### src/rtl/dense_weight_fetcher.sv
// Read-side sequencer for the dense-layer weight ROM: walks base..base+count-1,
// absorbs the 1-cycle ROM latency and streams zero-point corrected weights.
module dense_weight_fetcher #(
   parameter int NUM_WEIGHT = 507,
   parameter int ADDR_W     = 10,
   parameter int DATA_W     = 8,
   parameter int ZERO_POINT = 0
) (
   input  logic              clk,
   input  logic              rst_n,
   input  logic              start,
   input  logic [ADDR_W-1:0] base_addr,
   input  logic [ADDR_W:0]   count,
   input  logic              abort,
   output logic              mem_en,
   output logic [ADDR_W-1:0] mem_addr,
   input  logic [DATA_W-1:0] mem_rdata,
   output logic [DATA_W:0]   w_data,
   output logic              w_valid,
   input  logic              w_ready,
   output logic              w_last,
   output logic              busy,
   output logic              done,
   output logic              err,
   output logic [1:0]        dbg_state
);

   typedef enum logic [1:0] {
      S_IDLE  = 2'd0,
      S_FETCH = 2'd1,
      S_DRAIN = 2'd2,
      S_DONE  = 2'd3
   } state_t;

   localparam logic [DATA_W:0]   ZP       = (DATA_W+1)'(ZERO_POINT);
   localparam logic [ADDR_W+1:0] LIMIT    = (ADDR_W+2)'(NUM_WEIGHT);
   localparam logic [ADDR_W:0]   CNT_ONE  = {{ADDR_W{1'b0}}, 1'b1};
   localparam logic [ADDR_W-1:0] ADDR_ONE = {{(ADDR_W-1){1'b0}}, 1'b1};

   state_t            state_q, state_d;
   logic [ADDR_W-1:0] addr_q, addr_d;
   logic [ADDR_W:0]   issue_left_q, issue_left_d;
   logic [ADDR_W:0]   remain_q, remain_d;
   logic              inflight_q, inflight_d;
   logic [1:0]        occ_q, occ_d;
   logic [DATA_W:0]   f0_q, f0_d;
   logic [DATA_W:0]   f1_q, f1_d;
   logic              err_q, err_d;

   logic [DATA_W:0]   rd_word;
   logic [ADDR_W+1:0] end_addr;
   logic              range_ok;
   logic              pop;
   logic [1:0]        occ_after;

   // Handshake: a word transfers on every cycle with w_valid & w_ready. Once w_valid
   // is high, w_data/w_last hold until that transfer; only abort drops w_valid early.
   // The word arriving from the ROM is presented directly when the FIFO is empty,
   // which gives the start -> w_valid latency of two cycles.
   assign rd_word   = {1'b0, mem_rdata} - ZP;
   assign end_addr  = {2'b00, base_addr} + {1'b0, count};
   assign range_ok  = (end_addr <= LIMIT);
   assign w_valid   = (occ_q != 2'd0) || inflight_q;
   assign w_data    = (occ_q != 2'd0) ? f0_q : (inflight_q ? rd_word : '0);
   assign w_last    = w_valid && (remain_q == CNT_ONE);
   assign pop       = w_valid && w_ready;
   assign occ_after = occ_q + {1'b0, inflight_q} - {1'b0, pop};
   // A read is only issued if its word is guaranteed a FIFO slot.
   assign mem_en    = (state_q == S_FETCH) && !abort && (occ_after < 2'd2);
   assign mem_addr  = addr_q;
   assign busy      = (state_q != S_IDLE);
   assign done      = (state_q == S_DONE);
   assign err       = err_q;
   assign dbg_state = state_q;

   always_comb begin
      state_d      = state_q;
      addr_d       = addr_q;
      issue_left_d = issue_left_q;
      remain_d     = remain_q;
      inflight_d   = mem_en;
      occ_d        = occ_after;
      f0_d         = f0_q;
      f1_d         = f1_q;
      err_d        = 1'b0;

      if (pop) begin
         f0_d     = (occ_q == 2'd2) ? f1_q : rd_word;
         remain_d = remain_q - CNT_ONE;
      end else if (inflight_q) begin
         if (occ_q == 2'd0) f0_d = rd_word;
         else               f1_d = rd_word;
      end

      if (mem_en) begin
         issue_left_d = issue_left_q - CNT_ONE;
         if (issue_left_q != CNT_ONE) addr_d = addr_q + ADDR_ONE;
      end

      case (state_q)
         S_IDLE: begin
            if (start) begin
               if (!range_ok) begin
                  err_d = 1'b1;
               end else if (count == '0) begin
                  state_d = S_DONE;
               end else begin
                  state_d      = S_FETCH;
                  addr_d       = base_addr;
                  issue_left_d = count;
                  remain_d     = count;
               end
            end
         end
         S_FETCH: begin
            if (abort) begin
               state_d    = S_DONE;
               occ_d      = 2'd0;
               inflight_d = 1'b0;
            end else if (mem_en && (issue_left_q == CNT_ONE)) begin
               state_d = S_DRAIN;
            end
         end
         S_DRAIN: begin
            if (abort) begin
               state_d    = S_DONE;
               occ_d      = 2'd0;
               inflight_d = 1'b0;
            end else if (pop && (remain_q == CNT_ONE)) begin
               state_d = S_DONE;
            end
         end
         default: state_d = S_IDLE;
      endcase
   end

   always_ff @(posedge clk or negedge rst_n) begin
      if (!rst_n) begin
         state_q      <= S_IDLE;
         addr_q       <= '0;
         issue_left_q <= '0;
         remain_q     <= '0;
         inflight_q   <= 1'b0;
         occ_q        <= 2'd0;
         f0_q         <= '0;
         f1_q         <= '0;
         err_q        <= 1'b0;
      end else begin
         state_q      <= state_d;
         addr_q       <= addr_d;
         issue_left_q <= issue_left_d;
         remain_q     <= remain_d;
         inflight_q   <= inflight_d;
         occ_q        <= occ_d;
         f0_q         <= f0_d;
         f1_q         <= f1_d;
         err_q        <= err_d;
      end
   end

endmodule

### config.mk
export PLATFORM = sky130hd
export DESIGN_NAME = dense_weight_fetcher
export DESIGN_NICKNAME = d
export VERILOG_FILES = /design/src/rtl/dense_weight_fetcher.sv
export SDC_FILE = /design/constraint.sdc
export NUM_CORES = 1
export LEC_CHECK = 0
export CAP_MARGIN = 40
export CELL_PAD_IN_SITES_DETAIL_PLACEMENT = 1
export CELL_PAD_IN_SITES_GLOBAL_PLACEMENT = 1
export CORE_MARGIN = 2
export CORE_UTILIZATION = 45
export DETAILED_ROUTE_END_ITERATION = 8
export PLACE_DENSITY = 0.95
export SYNTH_ARGS = -nofsm -noshare
export SYNTH_HDL_FRONTEND = slang
export SYNTH_SLANG_ARGS = --single-unit
### constraint.sdc
create_clock -name clk -period 4.9 [get_ports clk]
set_clock_uncertainty 0.15 [all_clocks]
set_input_delay 0.735 -clock clk [delete_from_list [all_inputs] [get_ports clk]]
set_output_delay 0.735 -clock clk [all_outputs]
set_load 0.005 [all_outputs]
# Yosys cells after proc, flatten, opt, wreduce, memory -nomap -nowiden
# Cells that the tools add are included.
[totals]
regBits = 55
input_bits = 34
output_inout_bits = 27
wordCells = 86
[op_classes]
addsub = 6
magnitude_cmp = 2
eq_ne = 11
n_mux = 37
n_bitwise = 2
n_reduce_logical = 19
[ops]
columns = ["operator", "count"]
rows = [
  ["11-bit two-way mux", 10],
  ["10-bit two-way mux", 6],
  ["9-bit two-way mux", 4],
  ["11-bit by 1-bit equality test with 1-bit output, second input constant", 2],
  ["11-bit by 1-bit subtractor with 11-bit output, second input constant", 2],
  ["2-bit two-way mux", 9],
  ["8-bit two-way mux", 2],
  ["10-bit by 11-bit adder with 12-bit output", 1],
  ["12-bit by 9-bit <= comparator with 1-bit output, second input constant", 1],
  ["11-bit logical NOT", 1],
  ["11-bit by 1-bit != test with 1-bit output, second input constant", 1],
  ["10-bit by 1-bit adder with 10-bit output, second input constant", 1],
  ["2-bit nonzero test", 4],
  ["2-bit equality test, second input constant", 3],
  ["1-bit logical AND", 6],
  ["2-bit one-hot mux with 3 select lines", 1],
  ["1-bit two-way mux", 5],
  ["2-bit logical NOT", 2],
  ["2-bit != test, second input constant", 2],
  ["4-bit AND reduction", 1],
  ["3-bit by 2-bit != test with 1-bit output, second input constant", 1],
  ["3-bit != test, second input constant", 1],
  ["3-bit AND reduction", 1],
  ["2-bit by 1-bit adder with 2-bit output", 1],
  ["8 further kinds", 9],
]

# Longest topological paths before layout
[depth]
depth_word = 11
ltp_mapped = 13
depth_no_buf = 13

# Worst setup path before layout
# Ideal clock, no wire load.
[synth_timing]
path_type = "input to register"
startpoint = "input base_addr[0]"
endpoint = "register addr_q[3] (netlist: mem_addr[3])"
setup_ps = 125
arrival_ps = 3119
t_required_ps = 4625
slack_ps = 1505
cell_stages = 10
path_buffers = 1
path_cell_list = "ha_1 fa_1 a21o_1 a221o_1 a311oi_2 a31o_2 nand3_2 nor3_4 buf_12 mux2_4"
[synth_via]
elab_chain_cells = 5
[synth_lines]
columns = ["item", "line_no", "source"]
rows = [
  ["start, declared", "12", "input logic [ADDR_W-1:0] base_addr,"],
  ["10-bit by 11-bit adder with 12-bit output", "61", "assign end_addr = {2'b00, base_addr} + {1'b0, count};"],
  ["12-bit by 9-bit <= comparator with 1-bit output", "62", "assign range_ok = (end_addr <= LIMIT);"],
  ["10-bit two-way mux", "103", "if (!range_ok) begin"],
  ["10-bit two-way mux", "102", "if (start) begin"],
  ["10-bit two-way mux", "100", "case (state_q)"],
  ["via addr_d[3]", "41", "logic [ADDR_W-1:0] addr_q, addr_d;"],
  ["end signal, assigned", "150", "addr_q <= addr_d;"],
  ["end, declared", "41", ""],
]
# The timed path passes the listed nets, and every way through them passes these cells.
# A chain may end at the register's enable or synchronous reset.

# Final worst setup path
[layout_timing]
startpoint = "register inflight_q"
endpoint = "output mem_en"
[layout_via]
elab_chain_cells = 5
elab_cells_between_ends = 6
classes_between = "add/sub: 2; order compare: 1; reduce/logical: 3"
[layout_lines]
columns = ["item", "line_no", "source"]
rows = [
  ["start, declared", "44", "logic inflight_q, inflight_d;"],
  ["start signal, assigned", "153", "inflight_q <= inflight_d;"],
  ["parallel branches: the longest is 2 deep, another holds 2-bit by 1-bit adder with 2-bit output", "--", ""],
  ["2-bit by 1-bit subtractor with 2-bit output (*)", "67", "assign occ_after = occ_q + {1'b0, inflight_q} - {1'b0, pop};"],
  ["2-bit less-than comparator (*)", "69", "assign mem_en = (state_q == S_FETCH) && !abort && (occ_after < 2'd2);"],
  ["1-bit logical AND (*)", "69", ""],
  ["end, declared", "15", "output logic mem_en,"],
]
# Every way passes the cells marked *.

==> metrics.txt <==
Synth Net Count 408; Critical Path Start Type register; final hold slack 345 ps; FF-to-FF End mem_addr[9]; I/O Buffers 59; Max Fclk 0.232 GHz; Root Buffer clkbuf_8; Mean Syn Cell Area 10.3 sq um; Post-CTS Setup Bufs 0; Die Area 0.00878 sq mm; Tot GR Track Use 24.6%; Yosys reg bits 54; minimum clock period 4310 ps; MaxCap Viol Count 0; GP Congestion 0.863; crit-path cells or3_1 > nand2_1 > inv_1 > ha_1 > inv_1 > ha_1 > xnor3_1 > nand3b_1 > inv_1 > clkdlybuf4s50_1; antenna-violating nets left 0; Final Hold Violating Endpoints 0; drc violations 0; Yosys Warn Count 0; chip height 93.7 um; vias in the first global route 3305; first-pass GRT wire length 16.9 mm; met1 usage 31.2%; Worst Hold Class reg -> reg; CTS Sinks 54; R2R Setup Slk 1070 ps; final period utilization 88.0%; Post-synth EDFFs 0; Crit-path slowest cell dfrtp_1; total power per unit cell area 521 mW/mm^2; Crit Path Max Fanout 12; most frequent cells in the layout clkdlybuf4s50_1, dfrtp_1, nand2_1; largest net degree at the start of global routing 55; IO Pins 61; hold_sp f0_q[4]; CP arrival 3430 ps; # setup viols final 0; met3 Track Usage GR 2.65%; final-report max-slew violation count 0; worst skew pair latency 310 ps; num rows 32; TritonCTS Buffers 5; # resized after CTS 0; crit path kind reg -> out; Crit path required time 4010 ps; vias 3032; clock buffer depth 2; Worst R2R Path Depth 14; # hold bufs at CTS 0; Synth Flop Type dfrtp_1; pre-CTS setup slack 391 ps; Slew @ Worst Pin 728 ps; placed cell area 0.00429 sq mm; Top Usage Layer GRT met2; final instance area 0.00437 sq mm; RSZ-0062 raised after global routing no; drt total wl 10.2 mm; FF-to-FF Start inflight_q; Sum Neg Setup Slack 0 ps; chip width 93.7 um; Synth-to-Final Area Change 20.8%; CP Depth 10; hpwl dp 7.80 mm; Slew headroom 51.3%; Yosys cell types 56; Top Family by Delay on Critical Path buffers and inverters; grt total ovfl 0; Worst Setup EP mem_en; met2 global-route usage 44.3%; crit path capture type output pin; CTS tree yes; CTS clk-pin slew, worst paths 100 ps; Bufs and invs on worst path 4; leading cell type in the layout, fill and taps excluded clkdlybuf4s50_1; leakage power 0.00183 uW; core area 0.00777 sq mm; Worst path most repeated cell inv_1; layout cells sized above 1 12.3%; initial antenna violation count 0; CP max stage delay 560 ps; Starting Density 46.6%; WL per Instance 19.9 um; n_diodes 0; asr flop ratio synth 100%; 1st-iter DRT viols 85; H-tree depth 2; Cell Area, Synth 0.00362 sq mm; Setup crit start inflight_q; PnR worst setup slack 588 ps; Cells after Synth 352; Total Power 2280 uW; sequential area share after synthesis 37.3%; maximum VDD drop 0.217 mV; drt pass-1 iters 5; outcome finished clean; routed vias/inst 5.89; # nets final 469
routing by layer:
metal / up-vias / share of wire, % / wire length, um
met3: 17 / 3.5 / 356
li1: 1405 / - / -
met1: 1532 / 43 / 4370
met4: 0 / 1.6 / 168
met2: 78 / 52 / 5340
met5: - / 0 / 0
cells in the mapped netlist, types with 3 or more instances:
cell	count	share of area, %
nor2_1	13	1.3
mux2_2	13	4.0
nor2b_1	5	0.86
nand3_1	8	1.1
dfrtp_1	54	37
o2bb2ai_1	10	2.4
mux2i_1	9	2.5
nand4_1	3	0.52
nand2_1	37	3.8
a21o_1	3	0.62
xnor2_1	23	5.6
nor4b_1	3	0.73
clkbuf_1	6	0.62
o21ai_0	26	3.6
inv_1	12	1.2
nor3_1	6	0.83
nor4_1	8	1.4
a211oi_1	3	0.62
a21oi_1	13	1.8
ha_1	21	7.3
mux2_4	6	2.5
or3_1	5	0.86
and3_1	5	0.86
o2bb2ai_2	10	4.1
xor2_1	10	2.4
a31o_2	3	0.73
sequential cells by signal, summed over array words and instances, names as in the netlist:
register and flops:
dbg_state 2, err 1, f0_q 8, f1_q 8
inflight_q 1, issue_left_q 11, mem_addr 10, occ_q 2
remain_q 11
worst min path at each step:
stage	to	slack, ps	cells after the start
global placement	f0_q[3]	310	2
floorplan	dbg_state[0]	290	0
finish	f0_q[4]	350	2
global route	f0_q[5]	380	2
CTS	f0_q[1]	350	2
detailed placement	f0_q[1]	330	2
area by class of cell:
class,instances,area (sq um)
inverters,12,45.0
flip-flops and latches,54,1350
multi-input cells,275,2130
well taps,102,128
fillers,885,3400
repair buffers,65,631
clock inverters,2,15.0
clock buffers,5,68.8
power by group:
group / internal, uW / total [uW] / switching, uW
combinational: 611 / 1160 / 546
sequential: 659 / 874 / 216
clock: 98.0 / 247 / 149
total: 1370 / 2280 / 911
cell families after synthesis:
kind of cell    Yosys count  synth area share, %
simple gates            107                 15.6
flops                    54                 37.3
fa+ha+maj                22                 7.81
buf+inv                  23                 3.73
mux                      28                 9.02
other cells               1                0.104
xor+xnor                 34                 8.61
compound gates           83                 17.8
per-stage QoR:
stage	std cells	utilization, %
after floorplan	352	-
after global placement	507	55.1
after detailed placement	508	55.2
after CTS	515	56.3
after global routing	515	56.3
final	515	56.3
worst min-delay path, stage by stage (launching register included):
cell     delay (ps)
dfrtp_1         360
nand2_1          50
o21ai_0          60
Note: power is estimated with default switching activity, not from simulation.
